## config.mk

```make
export PLATFORM = sky130hd
export DESIGN_NAME = dma_read_splitter
export DESIGN_NICKNAME = d
export VERILOG_FILES = /design/src/rtl/dma_read_splitter.sv
export SDC_FILE = /design/constraint.sdc
export NUM_CORES = 1
export LEC_CHECK = 0
export ABC_AREA = 1
export CAP_MARGIN = 10
export CELL_PAD_IN_SITES_DETAIL_PLACEMENT = 1
export CELL_PAD_IN_SITES_GLOBAL_PLACEMENT = 1
export CORE_AREA = 3 3 523 525
export DETAILED_ROUTE_END_ITERATION = 10
export DIE_AREA = 0 0 526 528
export PLACE_DENSITY = 0.35
export SETUP_SLACK_MARGIN = 0.2
export SLEW_MARGIN = 10
export SYNTH_ARGS = -nofsm -noshare
export SYNTH_HDL_FRONTEND = slang
export SYNTH_SLANG_ARGS = --single-unit
```

## constraint.sdc

```tcl
create_clock -name clock -period 4.2 [get_ports clock]
set_clock_uncertainty 0.1 [all_clocks]
set_input_delay 0.84 -clock clock [delete_from_list [all_inputs] [get_ports clock]]
set_output_delay 0.84 -clock clock [all_outputs]
set_load 0.01 [all_outputs]
```

## src/rtl/dma_read_splitter.sv

```systemverilog
// Splits one DMA read transfer into burst-boundary-safe read commands and
// forwards the returned beats to the consumer, pulsing done after the last one.
module dma_read_splitter #(
   parameter int DATA_WIDTH      = 512,
   parameter int MAX_BURST_BYTES = 4096
) (
   input  logic                    clock,
   input  logic                    reset,
   input  logic                    req_valid,
   output logic                    req_ready,
   input  logic [63:0]             req_address,
   input  logic [31:0]             req_length,
   output logic                    read_cmd_valid,
   input  logic                    read_cmd_ready,
   output logic [63:0]             read_cmd_address,
   output logic [31:0]             read_cmd_length,
   input  logic                    read_data_valid,
   output logic                    read_data_ready,
   input  logic [DATA_WIDTH-1:0]   read_data_data,
   input  logic [DATA_WIDTH/8-1:0] read_data_keep,
   input  logic                    read_data_last,
   output logic                    out_valid,
   input  logic                    out_ready,
   output logic [DATA_WIDTH-1:0]   out_data,
   output logic [DATA_WIDTH/8-1:0] out_keep,
   output logic                    out_last,
   output logic                    done
);

   localparam int BEAT_BYTES  = DATA_WIDTH / 8;
   localparam int BEAT_SHIFT  = $clog2(BEAT_BYTES);
   localparam int BURST_SHIFT = $clog2(MAX_BURST_BYTES);

   typedef enum logic [1:0] {IDLE, RUN, DONE} state_t;

   state_t      r_state;
   logic [63:0] r_address;
   logic [31:0] r_cmdRemaining;
   logic [31:0] r_beatsRemaining;

   logic [63:0] w_reqAddrAligned;
   logic [31:0] w_reqLenAligned;
   logic [31:0] w_burstOffset;
   logic [31:0] w_burstRoom;
   logic [31:0] w_cmdLength;
   logic        w_run;
   logic        w_cmdFire;
   logic        w_outFire;
   logic        w_unusedLast;

   assign w_reqAddrAligned = req_address & ~64'(BEAT_BYTES - 1);
   assign w_reqLenAligned  = req_length & ~32'(BEAT_BYTES - 1);

   // Bytes left before the next burst boundary caps each command's length
   assign w_burstOffset = {{(32 - BURST_SHIFT){1'b0}}, r_address[BURST_SHIFT-1:0]};
   assign w_burstRoom   = 32'(MAX_BURST_BYTES) - w_burstOffset;
   assign w_cmdLength   = (r_cmdRemaining < w_burstRoom) ? r_cmdRemaining : w_burstRoom;

   assign w_run     = (r_state == RUN) & ~reset;
   assign w_cmdFire = read_cmd_valid & read_cmd_ready;
   assign w_outFire = out_valid & out_ready;

   assign req_ready        = (r_state == IDLE) & ~reset;
   assign done             = (r_state == DONE) & ~reset;
   assign read_cmd_valid   = w_run & (r_cmdRemaining != 32'd0);
   assign read_cmd_address = r_address;
   assign read_cmd_length  = w_cmdLength;

   // The beat count comes from the request, so the source's last flag is not needed
   assign w_unusedLast    = read_data_last;
   assign out_valid       = read_data_valid & w_run;
   assign read_data_ready = out_ready & w_run;
   assign out_data        = read_data_data;
   assign out_keep        = read_data_keep;
   assign out_last        = out_valid & (r_beatsRemaining == 32'd1);

   always_ff @(posedge clock) begin
      if (reset) begin
         r_state          <= IDLE;
         r_address        <= 64'd0;
         r_cmdRemaining   <= 32'd0;
         r_beatsRemaining <= 32'd0;
      end else begin
         case (r_state)
            IDLE: begin
               if (req_valid) begin
                  r_address        <= w_reqAddrAligned;
                  r_cmdRemaining   <= w_reqLenAligned;
                  r_beatsRemaining <= req_length >> BEAT_SHIFT;
                  r_state          <= (w_reqLenAligned == 32'd0) ? DONE : RUN;
               end
            end
            RUN: begin
               // Command issue and data delivery progress independently
               if (w_cmdFire) begin
                  r_address      <= r_address + 64'(w_cmdLength);
                  r_cmdRemaining <= r_cmdRemaining - w_cmdLength;
               end
               if (w_outFire) begin
                  r_beatsRemaining <= r_beatsRemaining - 32'd1;
                  if (r_beatsRemaining == 32'd1) begin
                     r_state <= DONE;
                  end
               end
            end
            DONE: begin
               r_state <= IDLE;
            end
            default: begin
               r_state <= IDLE;
            end
         endcase
      end
   end

endmodule

```

==> results_dict.tcl <==
set metrics [dict create \
    critPathArrivalTime_ps 3670 \
    drt_first_pass_iters 4 \
    grt_setup_unrepaired "yes" \
    cp.required_ps 3260 \
    total_leakage_power_uw 0.009076 \
    crit_top_cell "buf_12" \
    relSlewSlack 0.4146 \
    fin_ws_ps -408.7 \
    hold_path.startpoint "r_beatsRemaining[30]$_SDFFE_PP0P_" \
    grt_pass1_vias 17210 \
    synthCells 2736 \
    gr-total-overflow 0 \
    globalRouteTotalUtil 0.09424 \
    fmax_mhz 217.0 \
    fp.coreArea_sq_um 269800 \
    ys_top_cells_by_count "buf_4 (599), nand2_1 (567), inv_1 (325), nor2_1 (249)" \
    clock_latency_ps 510 \
    nNetsFinal 3303 \
    holdWs_ps 382.3 \
    floorplan.initialDensity 0.06161 \
    synthTopCellsByArea "buf_4 (27%), dfxtp_1 (16%), nand2_1 (13%)" \
    clockBufferDepth 2 \
    rrSetupSlack_ps -380 \
    fin_crit_ps 4609 \
    synthMuxAreaShare 0 \
    ys_ff_latch 130 \
    synth_top_area_share 0.2705 \
    synth_top_family_by_area "buffers and inverters" \
    synthXorXnorAreaFrac 0.02529 \
    ant_nets 0 \
    min_to "r_beatsRemaining[30]$_SDFFE_PP0P_" \
    io_pins 1357 \
    hold_viol 0 \
    holdPathStages 1 \
    die_w_um 526 \
    synth_compound_area_frac 0.1184 \
    failed_checks "negative setup slack" \
    rr_endpoint "r_cmdRemaining[27]$_SDFFE_PP0P_" \
    die_h_um 528 \
    cp_slowest_stage_delay_ps 360 \
    clock-sinks 130 \
    numCtsBuffers 17 \
    crit_chain "nor3_4 -> nand3_2 -> nor3_2 -> nand3b_1 -> nor3_2 -> xor2_1 -> ha_1 -> a21oi_2 -> a21oi_2 -> nor2_1 -> nand2_2 -> buf_12 -> buf_12 -> o21ai_4 -> buf_6 -> buf_6 -> buf_12 -> buf_8" \
    yosysWarnings 0 \
    synth_edf_count 0 \
    synth.most_common_cell "buf_4" \
    dp_cells 6056 \
    wl_per_cell_um 22.08 \
    crit_buf_inv 6 \
    maxSlewViolCount 0 \
    layout-drive-gt1-share 0.2591 \
    synth-async-reset-ratio 0 \
    die_area_sq_um 277700 \
    vias 16510 \
    synth_area_sq_um 16620 \
    synth_top_cell_by_area "buf_4" \
    critPathTopFamily "simple AND/OR/NAND/NOR gates" \
    vias_per_cell 2.686 \
    hold_class "reg2reg" \
    port_buffers 172 \
    critical_path_class "reg2out" \
    min_period_over_period 1.097 \
    pwr_density_cell_nw_per_um2 394.7 \
    cpMaxStageDelayCell "dfxtp_4" \
    cts.clk_slew.worst_paths_ps 70 \
    std_cell_rows 191 \
    h-tree-depth 4 \
    synth_simple_gate_area_frac 0.2900 \
    end_kind "primary output" \
    ir_drop_mv 0.2719 \
    path_max_fanout 8 \
    rr_worst_depth 26 \
    remaining_drc_errors 0 \
    drtIter0Drc 625 \
    tightest_slew_ps 878.1 \
    area_growth_pct 39.35 \
    synth_fa_ha_area_frac 0.04833 \
    synth_cell_type_count 48 \
    r2r-start "read_cmd_address[1]$_SDFFE_PP0P_" \
    ys_seq_area_frac 0.1566 \
    fin_cells 6147 \
    fillers 32410 \
    dp_hpwl_um 117700 \
    grt_pass1_wl_um 173100 \
    synth_flop_cell "dfxtp_1" \
    status "finished with violations" \
    clockRootBuffer "clkbuf_16" \
    gp_congestion 0.7467 \
    totalWireLength_um 135700 \
    maxCapViolations 0 \
    worst_setup_path_start_kind "flop" \
    avgSynthCellArea_sq_um 6.075 \
    cts_tree "built" \
    grt_start_max_net_pins 132 \
    antenna_found_initial 24 \
    setup_viol 97 \
]
[cell families after synthesis]
group,count (synthesis)
AOI/OAI and AO/OA,373
other,1
adders and majority gates,63
buffers and inverters,990
xor gates and xnor gates,48
DFF,130
and+or+nand+nor,1131
[metal layers]
layer / track usage / part of all wire / vias up
met5: 0 / 0.00020 / -
met4: 0.06059 / 0.070 / 4
met3: 0.05624 / 0.13 / 422
met2: 0.1639 / 0.49 / 731
met1: 0.08192 / 0.31 / 7655
li1: - / - / 7698
[worst register-to-register path: stages (launching register included)]
cell,delay (ps)
dfxtp_4,360
inv_2,70
ha_4,150
nand2_4,60
nor3_4,130
nand2_2,110
nor4_4,190
nand3b_1,260
ha_1,370
nand3_2,140
nor2_1,120
o21ai_1,80
nand2_2,210
clkinv_4,120
buf_4,160
o21a_1,230
ha_1,360
nand2_1,180
nor2_1,100
a21oi_4,220
nand2_4,90
nor2_4,220
buf_4,160
nand2_1,40
nand2_1,60
nand3_1,60
a21oi_1,150
[power breakdown]
part	switching [uW]	total [uW]	internal [uW]
clock network	736	1760	1020
logic	3210	5760	2550
registers	232	1620	1390
[final cells by class]
type	instances	area [sq um]	area share
Antenna cell	3	7.507	0.0003241
Tap cell	3570	4467	0.1928
Sequential cell	130	2611	0.1127
Inverter	330	1257	0.05429
Clock inverter	10	156.4	0.006752
Clock buffer	22	464.2	0.02004
Multi-Input combinational cell	1654	10180	0.4394
Timing Repair inverter	1	6.256	0.0002701
Timing Repair Buffer	427	4015	0.1733
[how the worst max path moves through the flow]
stage,depth (start not counted),slack [ps],endpoint,from
4_1_cts,28,-540,read_cmd_address[17]$_SDFFE_PP0P_,read_cmd_address[1]$_SDFFE_PP0P_
2_1_floorplan,29,-1,read_cmd_address[24]$_SDFFE_PP0P_,read_cmd_address[0]$_SDFFE_PP0P_
5_1_grt,29,-700,r_cmdRemaining[31]$_SDFFE_PP0P_,read_cmd_address[1]$_SDFFE_PP0P_
3_3_place_gp,28,-1050,read_cmd_address[17]$_SDFFE_PP0P_,read_cmd_address[0]$_SDFFE_PP0P_
3_5_place_dp,28,-970,read_cmd_address[17]$_SDFFE_PP0P_,read_cmd_address[0]$_SDFFE_PP0P_
6_report,18,-410,read_cmd_length[4],read_cmd_address[1]$_SDFFE_PP0P_
[through the flow]
step,utilization,instance area [sq um],TNS (ps),power (uW),worst slack (ps)
final,0.08585,23160,-25250,9142,-408.7
after global routing,0.08584,23160,-55610,9870,-695.5
after CTS,0.08049,21720,-39140,8553,-542.0
after detailed placement,0.07450,20100,-63380,6158,-967.9
after global placement,0.07450,20100,-66800,6143,-1051
after floorplan,-,17130,-1.006,4342,-1.006
[layout by cell type, fill, tap and decap left out, drive strengths merged, types with 61 or more instances in the layout]
master         netlist  layout
a21oi              182     182
buf                621     269
clkdlybuf4s50        0     157
o21ai              149     149
nand3              182     182
dfxtp              130     130
ha                  61      61
nor2               254     255
inv                330     329
nand2              568     568
[repair_timing]
action / CTS / global route
endpoints found under the setup margin: 105 / 106
cloned: 1 / 1
pin swaps: 39 / 119
hold buffers: 0 / 0
hold endpoints to repair: 0 / 0
buffers inserted: 24 / 30
resized for setup: 215 / 292
[registers in the layout (all words and copies together) (netlist names)]
register and count:
read_cmd_address 64, r_beatsRemaining 32, r_cmdRemaining 32, r_state 2
No activity file was read; power rests on OpenSTA's default activity.
==> RTL edit 1, RTL diff (same flow settings) <==
`MAX_BURST_BYTES`: 4096 -> 2048.
--- a/src/rtl/dma_read_splitter.sv
+++ b/src/rtl/dma_read_splitter.sv
@@ -2,7 +2,7 @@
 // forwards the returned beats to the consumer, pulsing done after the last one.
 module dma_read_splitter #(
    parameter int DATA_WIDTH      = 512,
-   parameter int MAX_BURST_BYTES = 4096
+   parameter int MAX_BURST_BYTES = 2048
 ) (
    input  logic                    clock,
    input  logic                    reset,
Function: changed (a bounded check fails within 4 cycles, from zero or initial values and one cycle with reset high).
==> RTL edit 1 against the original RTL <==
- setup slack worse by 0.031 ns
- the run still ends with negative setup slack left
- wire length is 4.3% lower
- register-to-register slack worse by 0.03 ns
- critical endpoint is now read_cmd_length[9]
- via count is 0.20% higher
- sequential cell count stayed put
- maximum frequency is 0.67% lower
- total power is 1.1% lower
- cell count is 0.39% lower
- core utilization is 0.10 points higher
- synthesized area is 0.30% higher
- critical path depth is 2 higher
- critical path type unchanged
- non-clock buffer count is 1 lower
- design area is 1.2% higher
==> RTL edit 1: results (changes against the original RTL) <==
The wire length of the first global-routing pass came out at 168 mm (-2.8%). The post-synthesis async set-or-reset flop share is 0% (unchanged). The tree is rooted in a sky130_fd_sc_hd__clkbuf_16. The post-detailed-placement cell area was 20,000 um^2 (-0.67%). The largest net degree at the start of global routing was 105 (-20%). The average footprint of a synthesized cell came out at 6.14 um^2 (+1.0%). The post-layout total power came out at 0.00904 W (-1.1%). The arrival time at the worst endpoint came to 3.70 ns (+0.03 ns). The worst-case reg-to-reg path depth is 33 (+27%).

The final wirelength is 130 mm (-4.3%). The critical path ends at read_cmd_length[9]. The net count of the finished layout came out at 3,279 (-0.73%). For this design, the slowest cell found on the critical path is sky130_fd_sc_hd__dfxtp_4. The sum of negative setup slack came out at -25.75 ns (-0.496 ns). The tightest hold margin came out at 0.370 ns (-0.0121 ns). The relative max-transition margin was 44.8% (+3.4 points).

The total half-perimeter wirelength after legalization and detailed placement is 110 mm (-6.2%). The DRC violation total after the first TritonRoute iteration was 577 (-7.7%). The maximum VDD drop is 0.353 mV (+30%).

The slack of the critical path is -0.440 ns (-0.0310 ns). The first-pass detailed-route iteration total is 5 (+1). By count the netlist is led by sky130_fd_sc_hd__buf_4 (599), sky130_fd_sc_hd__nand2_1 (575), sky130_fd_sc_hd__inv_1 (287), sky130_fd_sc_hd__nor2_1 (229), sky130_fd_sc_hd__nand3_1 (171).

The routability-driven placement congestion ratio came to 0.755 (+1.2%). The clock transition at the register clock pins on the worst setup and hold paths after CTS is ~0.080 ns. The net switching component of the power is 0.00429 W (+2.7%).

The flow ran to the end, but the final reports show violations. The fraction of final layout cells sized beyond drive strength 1 is 29.5% (+3.6 points). The power in the clock group is 0.00166 W (-6%). The pre-CTS worst setup slack came out at -1.05 ns (-0.0851 ns). The deepest level of the CTS H-tree came out at 4 (unchanged). In this run the critical register-to-register path is captured at read_cmd_address[24]$_SDFFE_PP0P_. The per-cell via count in the routed design is 2.70 (+0.59%). The biggest fanout along the worst timing path came out at 6 (-2). The total leakage power came out at 9.02 nW (-0.66%). The final reports fail on negative setup slack. The number of global-route vias before repair came out at 17.6k (+2.4%). Grouping stages by cell kind, the critical path spends the most delay in buffers and inverters. The flop-to-flop setup slack is -0.41 ns (-0.03 ns). The power in combinational cells came out at 0.00577 W (about the same). The total routing resource utilization after global routing is 9.01% (-0.42 points). The clock insertion delay at the later pin of the skew report is 0.53 ns (+0.02 ns). The final setup violation count is 96 (-1.0%). The number of buffers added on ports came out at 171 (-0.58%). The mean routed wirelength per cell is 21.2 um (-3.9%). The portion of the post-synthesis area used by sequential elements is 15.6% (-0.047 points). By area the synthesized netlist is led by sky130_fd_sc_hd__buf_4 (27%), sky130_fd_sc_hd__dfxtp_1 (16%), sky130_fd_sc_hd__nand2_1 (13%).
-- RTL edit 1: changes by cell type after synthesis, moves of 11 or more --
cell | unedited run | this run
sky130_fd_sc_hd__o21ai_0 | 140 | 111
sky130_fd_sc_hd__nor2_1 | 249 | 229
sky130_fd_sc_hd__inv_1 | 325 | 287
sky130_fd_sc_hd__a21oi_1 | 182 | 169
sky130_fd_sc_hd__nand3_1 | 182 | 171
sky130_fd_sc_hd__a31oi_1 | 12 | 26
sky130_fd_sc_hd__nand2_2 | 1 | 20
sky130_fd_sc_hd__o21ai_1 | 8 | 36
-- RTL edit 1: what timing repair did --
action                                 in CTS  in global routing
endpoints found under the hold margin       0                  0
hold buffers                                0                  0
setup endpoints to repair                 105                106
pin swaps                                 125                120
buffers inserted                           33                 30
resized for setup                         394                181
cloned                                      1                  0
-- RTL edit 1: cell type report --
class	instances	area, um^2
Fill cell	32362	246000
Timing Repair Buffer	426	4070
Sequential cell	130	2610
Inverter	303	1150
Clock buffer	17	425
Tap cell	3570	4470
Multi-Input combinational cell	1661	10600
Antenna cell	1	2.50
Clock inverter	15	159
-- RTL edit 1: cell families (layout without fill, tap and decap cells) --
| kind of cell | after synthesis | in the layout | synth area share (%) |
|---|---|---|---|
| AO/OA/AOI/OAI | 383 | 383 | 12.6 |
| XOR/XNOR | 41 | 41 | 2.15 |
| flip-flops | 130 | 130 | 15.6 |
| buffers and inverters | 966 | 761 | 35.6 |
| other | 1 | 41 | 0.0225 |
| AND/OR/NAND/NOR | 1135 | 1136 | 29.3 |
| adder cells (fa/ha/maj) | 61 | 61 | 4.67 |
-- RTL edit 1: routing by layer --
metal  share of wire, %  GRT usage (%)
met5               0.19          0.606
met4                7.8           6.25
met3                 13           5.55
met2                 49           15.8
met1                 30           7.44
==> RTL edit 2, RTL diff (config.mk and constraints unchanged) <==
Made on the original files. Make the reset (`reset`) asynchronous in one clocked block.
--- a/src/rtl/dma_read_splitter.sv
+++ b/src/rtl/dma_read_splitter.sv
@@ -74,7 +74,7 @@
    assign out_keep        = read_data_keep;
    assign out_last        = out_valid & (r_beatsRemaining == 32'd1);
 
-   always_ff @(posedge clock) begin
+   always_ff @(posedge clock or posedge reset) begin
       if (reset) begin
          r_state          <= IDLE;
          r_address        <= 64'd0;
Check against the original RTL: not settled (the Yosys comparison gave no result); the edit may change what the design does.
==> RTL edit 2 against the original RTL <==
- the flow still finishes with violations (negative setup slack)
- via count is 3.5% higher
- setup slack worse by 0.24 ns
- sequential cell count stayed put
- sequential share of layout area is 1.9 points higher
- first-iteration DRC count is 11% higher
- wire length is 2.0% higher
- synthesized area is 5.0% higher
- design area is 6.6% higher
- cell count is 1.7% higher
- highest routed layer unchanged
Power is not compared: it rests on default switching activity, and its combinational part moved more than twofold at a synthesized area within 25%.
==> RTL edit 2: results (changes against the original RTL) <==
In this run the worst setup path begins at read_cmd_address[2]$_DFFE_PP0P_. The compound-gate portion of the synthesized area came out at 8.38% (-3.5 points). The sum of negative setup slack is -50.46 ns (-25.21 ns). The flow ran to the end, but the final reports show violations. The slack of the critical path came out at -0.649 ns (-0.240 ns).

The largest net degree at the start of global routing is 70 (-47%). The per-cell via count in the routed design came to 2.73 (+1.8%). The number of buffers inserted to repair setup after CTS is 25 (+4.2%). The biggest fanout along the worst timing path is 5 (-3). The total routing resource utilization after global routing came out at 9.59% (+0.17 points). The sequential cell area in the final layout was 3260 um^2 (+25%).

The measured slew at the worst slew-check pin is 0.869 ns (-0.00897 ns). The total half-perimeter wirelength after legalization and detailed placement was 120 mm (+1.5%). The routability-driven placement congestion ratio is 0.761 (+1.9%). The routing usage on met1 is 9.50% (+1.3 points). The reg-to-reg endpoint is r_cmdRemaining[22]$_DFFE_PP0P_. The area share of fa/ha/maj cells after synthesis came out at 4.60% (-0.23 points). The total of fill cells in the finished design is 32.4k (-0.099%).

The number of placed cells counting well taps is 6,162 (+1.8%). The commonest cells after synthesis are sky130_fd_sc_hd__nand2_1 (706), sky130_fd_sc_hd__buf_4 (600), sky130_fd_sc_hd__nor2_1 (332), sky130_fd_sc_hd__inv_1 (299), sky130_fd_sc_hd__nand3_1 (175). In the synthesized netlist the dominant register cell turns out to be sky130_fd_sc_hd__dfrtp_1. The global-route track usage on met3 is 6.93% (+1.3 points). The clock transition at the register clock pins on the worst setup and hold paths after CTS is 0.09 ns (+0.02 ns). The portion of the post-synthesis area used by sequential elements is 18.6% (+3.0 points).

The wire length on met1 is 48.1 mm (+15%). The post-cts gate resize count is 382 (+78%). The start point of the worst min-delay path is r_state[1]$_DFFE_PP0P_. The number of global-route vias before repair is 17.8k (+3.5%).

The worst-case hold path end point is r_state[1]$_DFFE_PP0P_. For this design, the slowest cell found on the critical path is sky130_fd_sc_hd__dfrtp_2. The fraction of final layout cells sized beyond drive strength 1 came out at 29.8% (+3.8 points). The area occupied by multi-input gates is 10,900 um^2 (+6.8%).

The routed length on met2 is 60.3 mm (-9.0%). The number of antenna violations at the first check in global routing is 16 (-33%). The final setup violation count came to 102 (+5.2%). The delay of the slowest cell on the worst path is 0.43 ns (+0.07 ns).

The final reports fail on negative setup slack. The post-synthesis async set-or-reset flop share is 100% (+100 points). The wire length of the first global-routing pass is 179 mm (+3.1%). The DRC violation total after the first TritonRoute iteration came to 694 (+11%).
## RTL edit 2: per-stage QoR
stage | hold slack [ns] | setup slack [ns] | instance area (um^2) | power [W]
finish | 0.345 | -0.649 | 24700 | 0.0189
detailed placement | 0.326 | -0.825 | 21200 | 0.0137
global placement | 0.333 | -0.779 | 21200 | 0.0137
global route | 0.375 | -0.981 | 24700 | 0.0206
CTS | 0.347 | -0.677 | 23500 | 0.0177
floorplan | 0.310 | -0.102 | 18000 | 0.00825
## RTL edit 2: cell type report
| class | count | share of cell area, % |
|---|---|---|
| clock buffers | 19 | 1.79 |
| inverters | 322 | 4.97 |
| repair buffers | 446 | 17.2 |
| multi-input cells | 1748 | 44.0 |
| diodes | 4 | 0.0405 |
| flip-flops and latches | 130 | 13.2 |
| well taps | 3570 | 18.1 |
| clock inverters | 13 | 0.654 |
